$ cat src/rtl/dmux_stream.sv
// Registered 1-to-NCH stream demultiplexer with a one-entry holding slot per channel.
// Optional per-channel delivery counters are enabled with DMUX_STREAM_STATS_EN.
//
// state | meaning
// ------+------------------------------------------------
// EMPTY | slot holds no beat, out_valid[k]=0
// FULL  | slot holds a beat awaiting out_ready[k]
module dmux_stream #(
  parameter int NCH   = 8,
  parameter int WIDTH = 1,
  parameter int SELW  = 3
) (
  input  logic                 clock,
  input  logic                 reset,
  input  logic                 in_valid,
  output logic                 in_ready,
  input  logic [WIDTH-1:0]     in_data,
  input  logic [SELW-1:0]      in_sel,
  output logic [NCH-1:0]       out_valid,
  input  logic [NCH-1:0]       out_ready,
  output logic [NCH*WIDTH-1:0] out_data,
`ifdef DMUX_STREAM_STATS_EN
  output logic [NCH*8-1:0]     stat_count,
`endif
  output logic                 err
);

  typedef enum logic {EMPTY = 1'b0, FULL = 1'b1} slot_state_t;

  slot_state_t state_q [NCH];
  slot_state_t state_d [NCH];
  logic [NCH*WIDTH-1:0] data_q;
  logic [NCH-1:0]       fill;
  logic                 sel_ok;
  logic                 tgt_free;
  logic                 accept;
  logic                 err_d;

  always_comb begin
    sel_ok   = 1'b0;
    tgt_free = 1'b0;
    for (int k = 0; k < NCH; k++) begin
      if (in_sel == SELW'(k)) begin
        sel_ok   = 1'b1;
        tgt_free = (state_q[k] == EMPTY) || out_ready[k];
      end
    end
    // Out-of-range selects are always accepted so they can be dropped.
    in_ready = !reset && (!sel_ok || tgt_free);
    accept   = in_valid && in_ready;
    err_d    = accept && !sel_ok;

    for (int k = 0; k < NCH; k++) begin
      fill[k]    = accept && (in_sel == SELW'(k));
      state_d[k] = state_q[k];
      case (state_q[k])
        EMPTY: if (fill[k]) state_d[k] = FULL;
        FULL:  if (!fill[k] && out_ready[k]) state_d[k] = EMPTY;
        default: state_d[k] = EMPTY;
      endcase
      out_valid[k] = (state_q[k] == FULL);
    end
  end

  always_ff @(posedge clock) begin
    if (reset) begin
      for (int k = 0; k < NCH; k++) state_q[k] <= EMPTY;
      data_q <= '0;
      err    <= 1'b0;
    end else begin
      for (int k = 0; k < NCH; k++) begin
        state_q[k] <= state_d[k];
        if (fill[k]) data_q[k*WIDTH +: WIDTH] <= in_data;
      end
      err <= err_d;
    end
  end

  assign out_data = data_q;

`ifdef DMUX_STREAM_STATS_EN
  logic [NCH*8-1:0] stat_q;

  // Counts edges where a held beat is taken; saturates instead of wrapping.
  always_ff @(posedge clock) begin
    if (reset) begin
      stat_q <= '0;
    end else begin
      for (int k = 0; k < NCH; k++) begin
        if (out_valid[k] && out_ready[k] && (stat_q[k*8 +: 8] != 8'hFF))
          stat_q[k*8 +: 8] <= stat_q[k*8 +: 8] + 8'd1;
      end
    end
  end

  assign stat_count = stat_q;
`endif

endmodule

$ cat config.mk
export PLATFORM = sky130hd
export DESIGN_NAME = dmux_stream
export DESIGN_NICKNAME = d
export VERILOG_FILES = /design/src/rtl/dmux_stream.sv
export SDC_FILE = /design/constraint.sdc
export NUM_CORES = 1
export LEC_CHECK = 0
export BUFFER_PORTS_ARGS = -buffer_cell sky130_fd_sc_hd__buf_2
export CAP_MARGIN = 40
export CORE_MARGIN = 8
export CORE_UTILIZATION = 47
export DETAILED_ROUTE_END_ITERATION = 10
export MAX_ROUTING_LAYER = met4
export PLACE_DENSITY = 0.77
export SYNTH_ARGS = -nofsm -noshare
export SYNTH_HDL_FRONTEND = slang
export SYNTH_SLANG_ARGS = --single-unit
$ cat constraint.sdc
create_clock -name clock -period 1.4 [get_ports clock]
set_input_delay 0.14 -clock clock [delete_from_list [all_inputs] [get_ports clock]]
set_output_delay 0.14 -clock clock [all_outputs]
set_load 0.01 [all_outputs]
==> reports/qor.yml, run 1 <==
run_status:
  status: "complete, but fails checks"
  violations: "negative setup slack"
sta:
  finalSetupTns_ps: -165
  final_max_slew_viol_count: 0
  skew_ps: 2.63
  final-hold-violation-count: 0
  setup-violations-final: 1
  period_share_pct: 112
  period_needed_ps: 1560
  rsz0062_at_grt: "true"
  max_clock_freq_mhz: 639
  setup_ws_ps: -165
route:
  vias: 816
  vias_per_cell: 5.23
  drt_drc_violations_left: 0
  first_iter_violations: 29
  drt-total-wl_mm: 2.10
  wl_per_cell_microns: 13.5
  postRouteAntennaNets: 0
  dr.pass1.iters: 4
floorplanning:
  ioPinCount: 33
  die_h_microns: 58.6
  start_util_pct: 49.5
  core_area_sq_um: 1730
  fp.dieW_microns: 58.6
  die_area_sq_um: 3440
  fp-row-count: 15
clock_network:
  numClockSinks: 17
  ctsLongestPathBuffers: 2
  htreeDepth: 1
  worstSkewPairLatency_ps: 290
  cts_tree: "yes"
  cts_inserted_buffers: 3
  clkSlewWorstSetupHoldPaths_ps: 100
  root_buffer: "clkbuf_4"
critical_path:
  crit_arrival_ps: 1420
  r2r_end: "out_data[3]$_SDFFE_PP0P_"
  rrSetupSlack_ps: 70
  r2r_start: "state_q[0][3]$_SDFF_PP0_"
  slowest_delay_ps: 330
  worstRegToRegCells: 5
  crit_type: "register to primary output"
  critPathRequiredTime_ps: 1260
  crit_path_cell_trace: "nand2b_1, mux2_4, o221ai_4, nand2_1, buf_2"
  cp.depth: 5
  end_kind: "primary output"
  crit_fanout: 3
  crit_buf_inv: 1
  crit_path_start_kind: "register"
  startpoint: "state_q[0][0]$_SDFF_PP0_"
  cpLargestDelayFamily: "flip-flops"
  slowest_stage: "dfxtp_2"
  critical_path.endpoint: "in_ready"
power:
  clkPwrFrac_pct: 29.4
  intPower_uw: 658
  ir_worst_vdd_uv: 550
  comb_power_share_pct: 14.9
  p_leak_nw: 0.490
  switchingPower_uw: 235
  swShare_pct: 26.4
  power_frac_seq_pct: 55.7
  power.density_nw_per_um2: 817
flow_run:
  drv_cap: 0
place:
  portBuffers: 32
  place_congestion: 0.908
  dp_hpwl_mm: 1.63
  placedCellCount: 151
global_routing:
  overflow: 0
  grt_usage_pct: 12.5
  antenna_found_initial: 0
  grt_max_degree: 13
  grt_pass1_wl_mm: 3.34
  grt_pass1_vias: 788
yosys:
  ys_seq_elements: 17
  yosys_warnings: 0
  yosysUniqueCellTypes: 34
  avgSynthCellArea_sq_um: 8.90
  synth_flop_cell: "dfxtp_1"
  synth_area_sq_um: 855
  syn_inst: 96
  yosysSeqAreaShare_pct: 39.8
  synth_edf_count: 0
  syn-num-nets: 111
  synthArstFlopShare_pct: 0
min_path:
  hold_start: "out_ready[3]"
  hold_path_class: "input pin to register"
finish:
  layout-drive-gt1-share_pct: 38.2
  synthToLayoutAreaGrowth_pct: 28.0
  final_common_cell: "buf_2"
  antenna_cells: 0
  final_cell_mix: "32 x buf_2, 15 x dfxtp_1, 9 x nand2b_1"
  layout.nets: 147
  final_cell_count_no_fill: 156
## per-layer routing
layer / track usage (%) / wire (microns) / vias to the layer above
li1: - / - / 407
met1: 12.5 / 901 / 380
met2: 21.7 / 1050 / 24
met3: 3.04 / 108 / 5
met4: 7.51 / 45 / 0
met5: - / 0 / -
## Yosys cell counts (all sizes together) (2+ instances only)
cell,instances,area (sq um)
a21oi,6,30.0
a311o,2,20.0
a31o,2,17.5
a31oi,2,12.5
and3,2,12.5
buf,3,27.5
dfxtp,17,340
inv,6,22.5
mux2i,3,30.0
nand2,8,30.0
nand2b,9,56.3
nand3,4,20.0
nand4,2,12.5
nor2,4,22.5
nor2b,5,31.3
o21ai,7,35.0
## area by class of cell
cell class	instances	area, sq um
sequential	17	343
tap	25	31.3
fill	162	633
clock inverter	1	5.00
multi-input combinational	69	487
inverter	6	22.5
timing repair buffer	35	183
clock buffer	3	22.5
## logic make-up after synthesis
kind of cell / Yosys count / share of synthesized area, %
flip-flops: 17 / 39.8
AO/OA/AOI/OAI: 23 / 18.3
other: 1 / 0.439
buffers and inverters: 10 / 6.29
multiplexers: 4 / 4.83
AND/OR/NAND/NOR: 41 / 30.3
## worst reg2reg max path, cell delays in order, from the launching register on
cell and delay [ps]:
dfxtp_1 340, and4b_4 200, nor3_2 210, o221ai_4 150, buf_4 150, a31o_1 190
## metrics by stage
| step | utilization [%] | area (sq um) | power [mW] | hold slack (ps) | worst slack (ps) |
|---|---|---|---|---|---|
| finish | 63.3 | 1090 | 0.893 | 112 | -165 |
| global route | 63.3 | 1090 | 0.933 | 140 | -231 |
| floorplan | - | 855 | 0.584 | 284 | 202 |
| detailed placement | 59.6 | 1030 | 0.632 | 431 | 82.1 |
| CTS | 62.7 | 1080 | 0.896 | 118 | -170 |
| global placement | 59.6 | 1030 | 0.630 | 418 | 89.6 |
## power by group through the flow
| stage | sequential [mW] | clock, mW | combinational, mW |
|---|---|---|---|
| floorplan | 0.514 | 0 | 0.0703 |
| global placement | 0.508 | 0 | 0.122 |
| detailed placement | 0.509 | 0 | 0.123 |
| CTS | 0.498 | 0.270 | 0.129 |
| global route | 0.499 | 0.291 | 0.143 |
| finish | 0.498 | 0.263 | 0.133 |
## registers in the layout (all words and copies together), names as in the netlist
signal	flops
out_data	8
state_q	8
err	1
## repair_timing
| item | CTS | global route |
|---|---|---|
| setup endpoints to repair | 1 | 1 |
| pin swaps | 2 | 1 |
| resized for setup | 5 | 1 |
| buffers inserted | 1 | 0 |
| hold buffers | 0 | 0 |
## worst min-delay path by stage
stage	endpoint	slack, ps	cells after the start
6_report	state_q[0][3]$_SDFF_PP0_	110	3
5_1_grt	state_q[0][3]$_SDFF_PP0_	140	3
4_1_cts	state_q[0][3]$_SDFF_PP0_	120	3
3_5_place_dp	state_q[0][3]$_SDFF_PP0_	430	3
3_3_place_gp	state_q[0][3]$_SDFF_PP0_	420	3
2_1_floorplan	out_data[7]$_SDFFE_PP0P_	280	2
Note: power is estimated with default switching activity, not from simulation.
==> run 2: changes to the inputs <==
--- a/config.mk
+++ b/config.mk
@@ -10,6 +10,7 @@
 export CORE_MARGIN = 8
 export CORE_UTILIZATION = 47
 export DETAILED_ROUTE_END_ITERATION = 10
+export GPL_ROUTABILITY_DRIVEN = 1
 export MAX_ROUTING_LAYER = met4
 export PLACE_DENSITY = 0.77
 export SYNTH_ARGS = -nofsm -noshare
==> constraint.sdc (replaced) <==
create_clock -name clock -period 1.6 [get_ports clock]
set_input_delay 0.16 -clock clock [delete_from_list [all_inputs] [get_ports clock]]
set_output_delay 0.16 -clock clock [all_outputs]
set_load 0.01 [all_outputs]
==> run 2 against run 1 <==
The run now ends clean. Routed wire length grew 1.4%. Via count shrank 2.9%. Cell area shrank 0.92%. First-iteration DRC count shrank 55%. Critical endpoint unchanged. Largest cell class unchanged. Largest power group unchanged.
==> reports/qor.yml, run 2 (same netlist as run 1, synthesis figures left out) <==
run_status:
  status: "complete, no violations"
clock_network:
  numClockSinks: 17  # unchanged
  cts_inserted_buffers: 3  # unchanged
  htreeDepth: 1  # unchanged
  worstSkewPairLatency_ps: 280  # about the same
  ctsLongestPathBuffers: 2  # unchanged
  hold_buffers: 0  # unchanged
  cts_tree: "yes"
  clkSlewWorstSetupHoldPaths_ps: 100  # about the same
  root_buffer: "clkbuf_4"
place:
  place_area_sq_um: 1020  # -0.73%
  dp_hpwl_mm: 1.64  # +0.69%
  placedCellCount: 150  # -0.66%
  portBuffers: 32  # unchanged
  place_congestion: 0.861  # -5.3%
critical_path:
  r2r_start: "state_q[0][3]$_SDFF_PP0_"
  critPathRequiredTime_ps: 1440  # +180 ps
  crit_fanout: 2  # -1
  worstRegToRegCells: 4  # -1
  crit_type: "register to primary output"
  crit_path_start_kind: "register"
  crit_arrival_ps: 1390  # -30 ps
  r2r_end: "out_data[1]$_SDFFE_PP0P_"
  end_kind: "primary output"
  critical_path.endpoint: "in_ready"
  rrSetupSlack_ps: 310  # +240 ps
  startpoint: "state_q[0][0]$_SDFF_PP0_"
floorplanning:
  die_area_sq_um: 3440  # unchanged
  start_util_pct: 49.5  # unchanged
  core_area_sq_um: 1730  # unchanged
  fp.dieW_microns: 58.6  # unchanged
  ioPinCount: 33  # unchanged
  die_h_microns: 58.6  # unchanged
  fp-row-count: 15  # unchanged
power:
  p_leak_nw: 0.487  # -0.69%
  finalPower_uw: 772  # -13%
  power.density_nw_per_um2: 713  # -13%
  ir_worst_vdd_uv: 428  # -22%
finish:
  final_cell_count_no_fill: 155  # -0.64%
  antenna_cells: 0  # unchanged
  layout-drive-gt1-share_pct: 38.5  # +0.29 points
  final_common_cell: "buf_2"
  fin_area_sq_um: 1080  # -0.92%
  n_fill_cell: 154  # -4.9%
  layout.nets: 146  # -0.68%
  final_util_pct: 62.8  # -0.58 points
  synthToLayoutAreaGrowth_pct: 26.8
  final_cell_mix: "32 x buf_2, 15 x dfxtp_1, 8 x nand2b_1, 8 x nand2_1"
global_routing:
  overflow: 0  # unchanged
  grt_usage_pct: 12.9  # +0.33 points
  grt_max_degree: 21  # +8
  grt_pass1_wl_mm: 3.42  # +2.5%
  antenna_found_initial: 0  # unchanged
  grt_pass1_vias: 766  # -2.8%
sta:
  max_clock_freq_mhz: 645
  final-hold-violation-count: 0  # unchanged
  period_needed_ps: 1550
  rsz0062_at_grt: "true"
  period_share_pct: 96.9
  final_max_slew_viol_count: 0  # unchanged
  setup-violations-final: 0  # -1
  skew_ps: 0.675  # -1.95 ps
flow_run:
  drv_cap: 0  # unchanged
route:
  dr.pass1.iters: 4  # unchanged
  vias_per_cell: 5.11  # -2.3%
  wl_per_cell_microns: 13.8  # +2.1%
  drt-total-wl_mm: 2.13  # +1.4%
  vias: 792  # -2.9%
  wl_met2_mm: 1.06  # +1.0%
  drt_drc_violations_left: 0  # unchanged
  top_layer: "met4"
  first_iter_violations: 13  # -55%
  wl_met3_microns: 100  # -7.4%
  postRouteAntennaNets: 0  # unchanged
  wl_met1_microns: 937  # +4.0%
min_path:
  hold_path_class: "input pin to register"
run 2: cell count changes in the layout (fill, tap and decap cells not counted), sizes merged:
cell | before | now
clkinv | 1 | 0
buf | 35 | 34
clkbuf | 3 | 4
run 2: timing repair:
action / CTS / global route
setup endpoints to repair: 0 / 1
buffers inserted: 0 / 1
gates resized for setup: 0 / 7
run 2: routing by layer:
layer,track usage [%],vias up
li1,-,403
met1,14.1,363
met2,20.8,24
met3,3.26,2
met4,7.51,0
met5,-,-
run 2: metrics by stage:
stage,hold WS [ps],setup TNS [ps],setup WS [ps]
floorplan,304,0,402
global placement,442,0,274
detailed placement,441,0,229
CTS,138,0,5.58
global route,147,-21.6,-21.6
finish,139,0,49.0
run 2: worst min path at each step:
stage / from / to / slack [ps] / cells past startpoint
5_1_grt: out_ready[3] / state_q[0][3]$_SDFF_PP0_ / 150 / 3
4_1_cts: out_ready[3] / state_q[0][3]$_SDFF_PP0_ / 140 / 3
6_report: out_ready[3] / state_q[0][3]$_SDFF_PP0_ / 140 / 3
2_1_floorplan: in_data / out_data[7]$_SDFFE_PP0P_ / 300 / 2
3_5_place_dp: out_ready[3] / state_q[0][3]$_SDFF_PP0_ / 440 / 3
3_3_place_gp: out_ready[3] / state_q[0][3]$_SDFF_PP0_ / 440 / 3
run 2: power by group:
part	internal, mW	total [mW]	switching [mW]
logic	0.0481	0.110	0.0623
registers	0.432	0.436	0.00424
clock network	0.0966	0.226	0.130
run 2: worst max-delay path: stages, from the launching register on:
cell	delay, ps
dfxtp_2	360
nand2b_4	60
mux2_4	280
o221ai_2	200
nand2_1	70
buf_2	140
run 2: final cells by class:
class / instances / area [sq um] / area share, %
clock buffer: 4 / 26.3 / 2.42
inverter: 6 / 22.5 / 2.08
tap: 25 / 31.3 / 2.89
sequential: 17 / 343 / 31.6
timing repair buffer: 34 / 175 / 16.2
multi-input combinational: 69 / 485 / 44.8
